**src/rtl/btn_pkg.sv**
```systemverilog
// btn_pkg: shared debounce state encoding, button indices and op width for btn_conditioner.
package btn_pkg;
    typedef enum logic [1:0] {S_LO, S_WAIT_HI, S_HI, S_WAIT_LO} db_state_t;
    localparam int BTN_UP     = 0;
    localparam int BTN_RIGHT  = 1;
    localparam int BTN_DOWN   = 2;
    localparam int BTN_LEFT   = 3;
    localparam int BTN_CENTER = 4;
    localparam int OP_W       = 3;
endpackage

```
**src/rtl/btn_conditioner_if.sv**
```systemverilog
// btn_conditioner_if: raw board pins in, conditioned levels/pulses and ALU op out.
interface btn_conditioner_if
    import btn_pkg::*;
#(
    parameter int N_SW  = 16,
    parameter int N_BTN = 5
);
    logic [N_SW-1:0]  sw_raw;
    logic [N_SW-1:0]  sw_db;
    logic [N_BTN-1:0] btn_raw;
    logic [N_BTN-1:0] btn_db;
    logic [N_BTN-1:0] btn_rise;
    logic [N_BTN-1:0] btn_fall;
    logic [OP_W-1:0]  op;
    modport master (output sw_raw, btn_raw, input sw_db, btn_db, btn_rise, btn_fall, op);
    modport slave  (input sw_raw, btn_raw, output sw_db, btn_db, btn_rise, btn_fall, op);
endinterface

```
**src/rtl/btn_conditioner_debounce_bit.sv**
```systemverilog
// debounce_bit: 2-flop synchronizer plus a four-state debounce FSM for one input bit.
module debounce_bit
    import btn_pkg::*;
#(
    parameter int DB_CYCLES = 2_000_000
) (
    input  logic clk,
    input  logic rst,
    input  logic din,
    output logic level,
    output logic rise,
    output logic fall
);
    localparam int CNT_W = $clog2(DB_CYCLES);
    localparam logic [CNT_W-1:0] CNT_LAST = CNT_W'(DB_CYCLES - 1);
    logic [1:0]       r_sync;
    db_state_t        r_state;
    logic [CNT_W-1:0] r_cnt;
    logic             w_s;
    assign w_s = r_sync[1];
    always_ff @(posedge clk or posedge rst) begin
        if (rst) begin
            r_sync  <= '0;
            r_state <= S_LO;
            r_cnt   <= '0;
            level   <= 1'b0;
            rise    <= 1'b0;
            fall    <= 1'b0;
        end else begin
            r_sync <= {r_sync[0], din};
            rise   <= 1'b0;
            fall   <= 1'b0;
            unique case (r_state)
                S_LO: if (w_s) begin
                    r_state <= S_WAIT_HI;
                    r_cnt   <= '0;
                end
                S_WAIT_HI: if (!w_s) begin
                    r_state <= S_LO;
                    r_cnt   <= '0;
                end else if (r_cnt == CNT_LAST) begin
                    r_state <= S_HI;
                    r_cnt   <= '0;
                    level   <= 1'b1;
                    rise    <= 1'b1;
                end else begin
                    r_cnt <= r_cnt + 1'b1;
                end
                S_HI: if (!w_s) begin
                    r_state <= S_WAIT_LO;
                    r_cnt   <= '0;
                end
                S_WAIT_LO: if (w_s) begin
                    r_state <= S_HI;
                    r_cnt   <= '0;
                end else if (r_cnt == CNT_LAST) begin
                    r_state <= S_LO;
                    r_cnt   <= '0;
                    level   <= 1'b0;
                    fall    <= 1'b1;
                end else begin
                    r_cnt <= r_cnt + 1'b1;
                end
            endcase
        end
    end
endmodule

```
**src/rtl/btn_conditioner.sv**
```systemverilog
// btn_conditioner: debounced switch/button front end and ALU op derivation.
// Define OP_LATCH_EN to make op a toggle register driven by button presses.
module btn_conditioner
    import btn_pkg::*;
#(
    parameter int N_SW      = 16,
    parameter int N_BTN     = 5,
    parameter int DB_CYCLES = 2_000_000
) (
    input logic         clk,
    input logic         rst,
    btn_conditioner_if.slave bus
);
    logic [N_SW-1:0]  w_sw_db;
    logic [N_SW-1:0]  w_unused_sw_rise;
    logic [N_SW-1:0]  w_unused_sw_fall;
    logic [N_BTN-1:0] w_btn_db;
    logic [N_BTN-1:0] w_btn_rise;
    logic [N_BTN-1:0] w_btn_fall;
    genvar i;
    for (i = 0; i < N_SW; i++) begin : g_sw
        debounce_bit #(.DB_CYCLES(DB_CYCLES)) u_db (
            .clk   (clk),
            .rst   (rst),
            .din   (bus.sw_raw[i]),
            .level (w_sw_db[i]),
            .rise  (w_unused_sw_rise[i]),
            .fall  (w_unused_sw_fall[i])
        );
    end
    for (i = 0; i < N_BTN; i++) begin : g_btn
        debounce_bit #(.DB_CYCLES(DB_CYCLES)) u_db (
            .clk   (clk),
            .rst   (rst),
            .din   (bus.btn_raw[i]),
            .level (w_btn_db[i]),
            .rise  (w_btn_rise[i]),
            .fall  (w_btn_fall[i])
        );
    end
    assign bus.sw_db    = w_sw_db;
    assign bus.btn_db   = w_btn_db;
    assign bus.btn_rise = w_btn_rise;
    assign bus.btn_fall = w_btn_fall;
`ifdef OP_LATCH_EN
    logic [OP_W-1:0] r_op;
    // UP clears and overrides any toggles accepted in the same cycle
    always_ff @(posedge clk or posedge rst) begin
        if (rst) r_op <= '0;
        else if (w_btn_rise[BTN_UP]) r_op <= '0;
        else r_op <= r_op ^ {w_btn_rise[BTN_LEFT], w_btn_rise[BTN_CENTER], w_btn_rise[BTN_RIGHT]};
    end
    assign bus.op = r_op;
`else
    assign bus.op = {w_btn_db[BTN_LEFT], w_btn_db[BTN_CENTER], w_btn_db[BTN_RIGHT]};
`endif
endmodule
```
**src/flat_wrapper.sv**
```systemverilog
// flat-port wrapper written by rule: the top's interface ports become plain ports
module btn_conditioner_flat import btn_pkg::*;
#(
    parameter int N_SW      = 16,
    parameter int N_BTN     = 5,
    parameter int DB_CYCLES = 2_000_000
)
  (clk, rst, bus_sw_raw, bus_btn_raw, bus_sw_db, bus_btn_db, bus_btn_rise, bus_btn_fall, bus_op);
  btn_conditioner_if #(.N_SW(N_SW), .N_BTN(N_BTN)) bus_i ();
  input logic clk;
  input logic rst;
  input wire logic [$bits(bus_i.sw_raw)-1:0] bus_sw_raw;
  input wire logic [$bits(bus_i.btn_raw)-1:0] bus_btn_raw;
  output wire logic [$bits(bus_i.sw_db)-1:0] bus_sw_db;
  output wire logic [$bits(bus_i.btn_db)-1:0] bus_btn_db;
  output wire logic [$bits(bus_i.btn_rise)-1:0] bus_btn_rise;
  output wire logic [$bits(bus_i.btn_fall)-1:0] bus_btn_fall;
  output wire logic [$bits(bus_i.op)-1:0] bus_op;
  assign bus_i.sw_raw = bus_sw_raw;
  assign bus_i.btn_raw = bus_btn_raw;
  assign bus_sw_db = bus_i.sw_db;
  assign bus_btn_db = bus_i.btn_db;
  assign bus_btn_rise = bus_i.btn_rise;
  assign bus_btn_fall = bus_i.btn_fall;
  assign bus_op = bus_i.op;
  btn_conditioner #(.N_SW(N_SW), .N_BTN(N_BTN), .DB_CYCLES(DB_CYCLES)) u_core (.clk(clk), .rst(rst), .bus(bus_i));
endmodule
```
**config.mk**
```make
export PLATFORM = sky130hd
export DESIGN_NAME = btn_conditioner_flat
export DESIGN_NICKNAME = d
export VERILOG_FILES = /design/src/rtl/btn_pkg.sv /design/src/rtl/btn_conditioner_if.sv /design/src/rtl/btn_conditioner_debounce_bit.sv /design/src/rtl/btn_conditioner.sv /design/src/flat_wrapper.sv
export SDC_FILE = /design/constraint.sdc
export NUM_CORES = 2
export LEC_CHECK = 0
export ABC_AREA = 1
export ABC_CLOCK_PERIOD_IN_PS = 59500
export CAP_MARGIN = 40
export CORE_ASPECT_RATIO = 1.4
export CORE_MARGIN = 3
export CORE_UTILIZATION = 55
export CTS_BUF_LIST = sky130_fd_sc_hd__clkbuf_16
export DETAILED_ROUTE_END_ITERATION = 10
export GPL_ROUTABILITY_DRIVEN = 0
export PLACE_DENSITY_LB_ADDON = 0.3
export SETUP_SLACK_MARGIN = 0.5
export SLEW_MARGIN = 20
export SYNTH_ARGS = -nofsm -noshare
export SYNTH_HDL_FRONTEND = slang
export SYNTH_SLANG_ARGS = --single-unit
```
**constraint.sdc**
```tcl
create_clock -name clk -period 59.5 [get_ports clk]
set_input_delay 17.85 -clock clk [delete_from_list [all_inputs] [get_ports clk]]
set_output_delay 17.85 -clock clk [all_outputs]
set_load 0.01 [all_outputs]
```
==> results.md <==
* Fmax at around 50 MHz
* Syn_nets at a little under 4000
* FFs w/ async S/R, synth at 1.00
* Final setup violating endpoints at 0
* Post-cts resize count at 0
* Fillers at 4718
* Post-Syn Area per Cell at 7.82 sq um
* Core area at 0.0537 sq mm
* Vias/cell at 5.36
* H-tree levels at 2
* Hold Buf Count CTS at 0
* Max stage delay cell, worst path: buf_12
* Worst min path class: reg -> reg
* Vert. Die Dim at 283 um
* Clk_lat worst skew at 0.60 ns
* First-pass GRT wire length at approximately 110000 um
* RSZ-0062 raised after global routing: false
* Most instantiated cells after synthesis: nand2_1, dfrtp_1, inv_1
* Starting Density at 0.561
* CP Class: in -> async
* Post-route ant nets at 0
* Dominant cell type by area after synthesis: dfrtp_1
* Share of cells above drive strength 1 at 0.0615
* FF+latch count, synth at 556
* Final min period at 19.48 ns
* DIE AREA at 0.0576 sq mm
* Status: completed
* Seq/Total Area, Yosys at 0.462
* CP Capture Type: asynchronous set/reset pin
* GRT Residual Overflow at 0
* CP Max Fanout at 175
* Synth top area share at 0.462
* Crit path DAT at 20.25 ns
* Placed insts at ~4500
* Yosys Warn Count at 0
* Number of max-cap violations at 0
* Initial antenna violation count at 0
* Slew headroom at 0.362
* Via total after detailed routing at 24925
* Core Rows at 100
* Slowest stage delay, CP at 0.66 ns
* EDFF count, synth at 0
* Number of port buffers at between 50 and 60
* Peak VDD IR at 36.7 uV
* Worst-path clk slew at 0.06 ns
* First DRT Iteration DRCs at approximately 1100
* Setup Buffers After CTS at 0
* Worst setup SP type: primary input
* Layout area overhead at 9.74%
* Post-synthesis cell type count at 43
* DR WL/cell at ~13 um
* CTS sink count at approximately 560
* Slew at the pin with the worst max-slew slack at around 0.96 ns
* ANT cells at 0
* Number of global-route vias before repair at roughly 25000
* Main synth FF type: dfrtp_1
* Largest net degree at the start of global routing at 176
* Final core occ at 0.615
* Leak at between 10 and 15 nW
* Pwr per Cell Area at about 28 mW/mm^2
* Max Slew Vio Count at 0
* Die Width at 204 um
* Synth top area cells: dfrtp_1, nand2_1, inv_1, xor2_1, nand3_1
* Reg-to-reg slack, setup at ~57 ns
* 1st-pass router iterations at 5
* Bufs on Longest Clock Path at 3
* Multi-input gate area at 0.0136 sq mm
* I/O pin count at between 50 and 60
* CTS tree: built
* DRC at 0
* Sequential Area at 0.0139 sq mm
* Syn Std Cell Area at roughly 0.03 sq mm
* Count leader, synth: nand2_1
* Clock Skews at 0.0138 ns
* Cells along the critical path: clkdlybuf4s50_1, inv_8, buf_12, buf_4, buf_16
* Global Route Usage Sum at 0.219
* Non-Filler Instances at 4650
* Period Utilization, post-route at 0.327
* Setup TNS Final at 0 ns
* CTS buffer count at 55
* Worst EP required at 60.27 ns
* Mapped Cells at 3847
* Final Routed Wirelength at 62500 um
* Root Buffer: clkbuf_16
* NumNets Final at 3937
* Hpwl dp at 43000 um
* Fin. Hold Viols at 0
critical path, delay by kind of cell:
family / cells / cell delay (ns)
buffers and inverters: 5 / 2.22
routing by layer:
| metal | wire, um | global-route usage | up-vias | share of wire |
|---|---|---|---|---|
| met5 | 0 | 0 | - | 0 |
| met4 | 1630 | 0.0712 | 0 | 0.026 |
| met3 | 1880 | 0.0273 | 123 | 0.030 |
| met2 | 32200 | 0.407 | 374 | 0.52 |
| met1 | 26800 | 0.263 | 11788 | 0.43 |
| li1 | - | - | 12640 | - |
layout by cell type, fill, tap and decap left out, types with 7 or more instances in the layout:
cell type and instances:
o21ai_0 230, o22ai_1 149, a21oi_1 48, a31oi_1 18
nand3_2 11, clkdlybuf4s50_1 56, nor2_4 20, clkinv_1 18
clkinv_2 9, xnor2_1 27, o31ai_1 8, nand2_1 885
clkinvlp_4 10, ha_1 21, inv_1 522, nand3_1 311
xor2_1 179, clkbuf_16 57, nor2_1 354, o211ai_1 11
nor3_1 100, nor2_2 35, o21bai_1 9, nand4_1 117
inv_2 22, dfrtp_1 556, bufinv_16 7, o21ai_1 53
nand2_2 33
power by group:
part / internal [W] / leakage (nW) / switching (W)
Combinational: 0.0000372 / 5.62 / 0.000122
Sequential: 0.000401 / 7.57 / 0.0000201
Clock: 0.000203 / 0.891 / 0.000150
metrics by stage:
stage	total power (W)	hold WS [ns]	area, sq um	setup WS, ns
after global routing	0.000982	0.346	33000	39.77
final	0.000933	0.343	33000	40.02
after detailed placement	0.000587	0.335	31100	38.83
after CTS	0.000945	0.348	32900	39.51
after global placement	0.000584	0.332	31100	38.52
after floorplan	0.000548	0.331	30100	26.10
registers in the layout, indices dropped and copies added (netlist names), named ones only:
| signal | count |
|---|---|
| u_core.g_btn.u_db.r_cnt | 105 |
| u_core.g_sw.u_db.r_sync | 32 |
| u_core.g_sw.u_db.r_state | 16 |
| u_core.g_btn.u_db.r_state | 5 |
| u_core.g_btn.u_db.rise | 5 |
| u_core.g_btn.u_db.fall | 5 |
| u_core.g_btn.u_db.level | 5 |
| u_core.g_btn.u_db.r_sync | 10 |
| u_core.g_sw.u_db.r_cnt | 336 |
| u_core.g_sw.u_db.level | 16 |
worst paths after layout:
kind | from | endpoint | cells past startpoint
worst max register to register | u_core.g_sw[3].u_db.r_cnt[0] | u_core.g_sw[3].u_db.r_cnt[20] | 8
min in group asynchronous | rst | u_core.g_sw[8].u_db.r_cnt[0] | 2
max in group clk | u_core.g_btn[1].u_db.level | bus_op[0] | 1
worst min register to register | u_core.g_btn[0].u_db.r_sync[0] | u_core.g_btn[0].u_db.r_sync[1] | 0
worst max-delay path | rst | u_core.g_btn[0].u_db.r_sync[0] | 5
worst min-delay path | u_core.g_btn[0].u_db.r_sync[0] | u_core.g_btn[0].u_db.r_sync[1] | 0
cell families (layout without fill, tap and decap cells):
group                      count (synthesis)  after routing  share of synthesized area
xor gates and xnor gates                 206            206                     0.0600
and+or+nand+nor                         1897           1897                      0.282
buffers and inverters                    626            715                     0.0861
DFF                                      556            556                      0.462
adders and majority gates                 21             21                    0.00873
AOI/OAI and AO/OA                        541            541                      0.101
area by class of cell:
class                   instances  area share
multi-input cells            2665       0.411
well taps                     714      0.0271
flip-flops and latches        556       0.421
clock inverters                43      0.0119
clock buffers                  57      0.0432
repair buffers                 67      0.0223
inverters                     548      0.0627
Power figures use the tool's default switching activity.
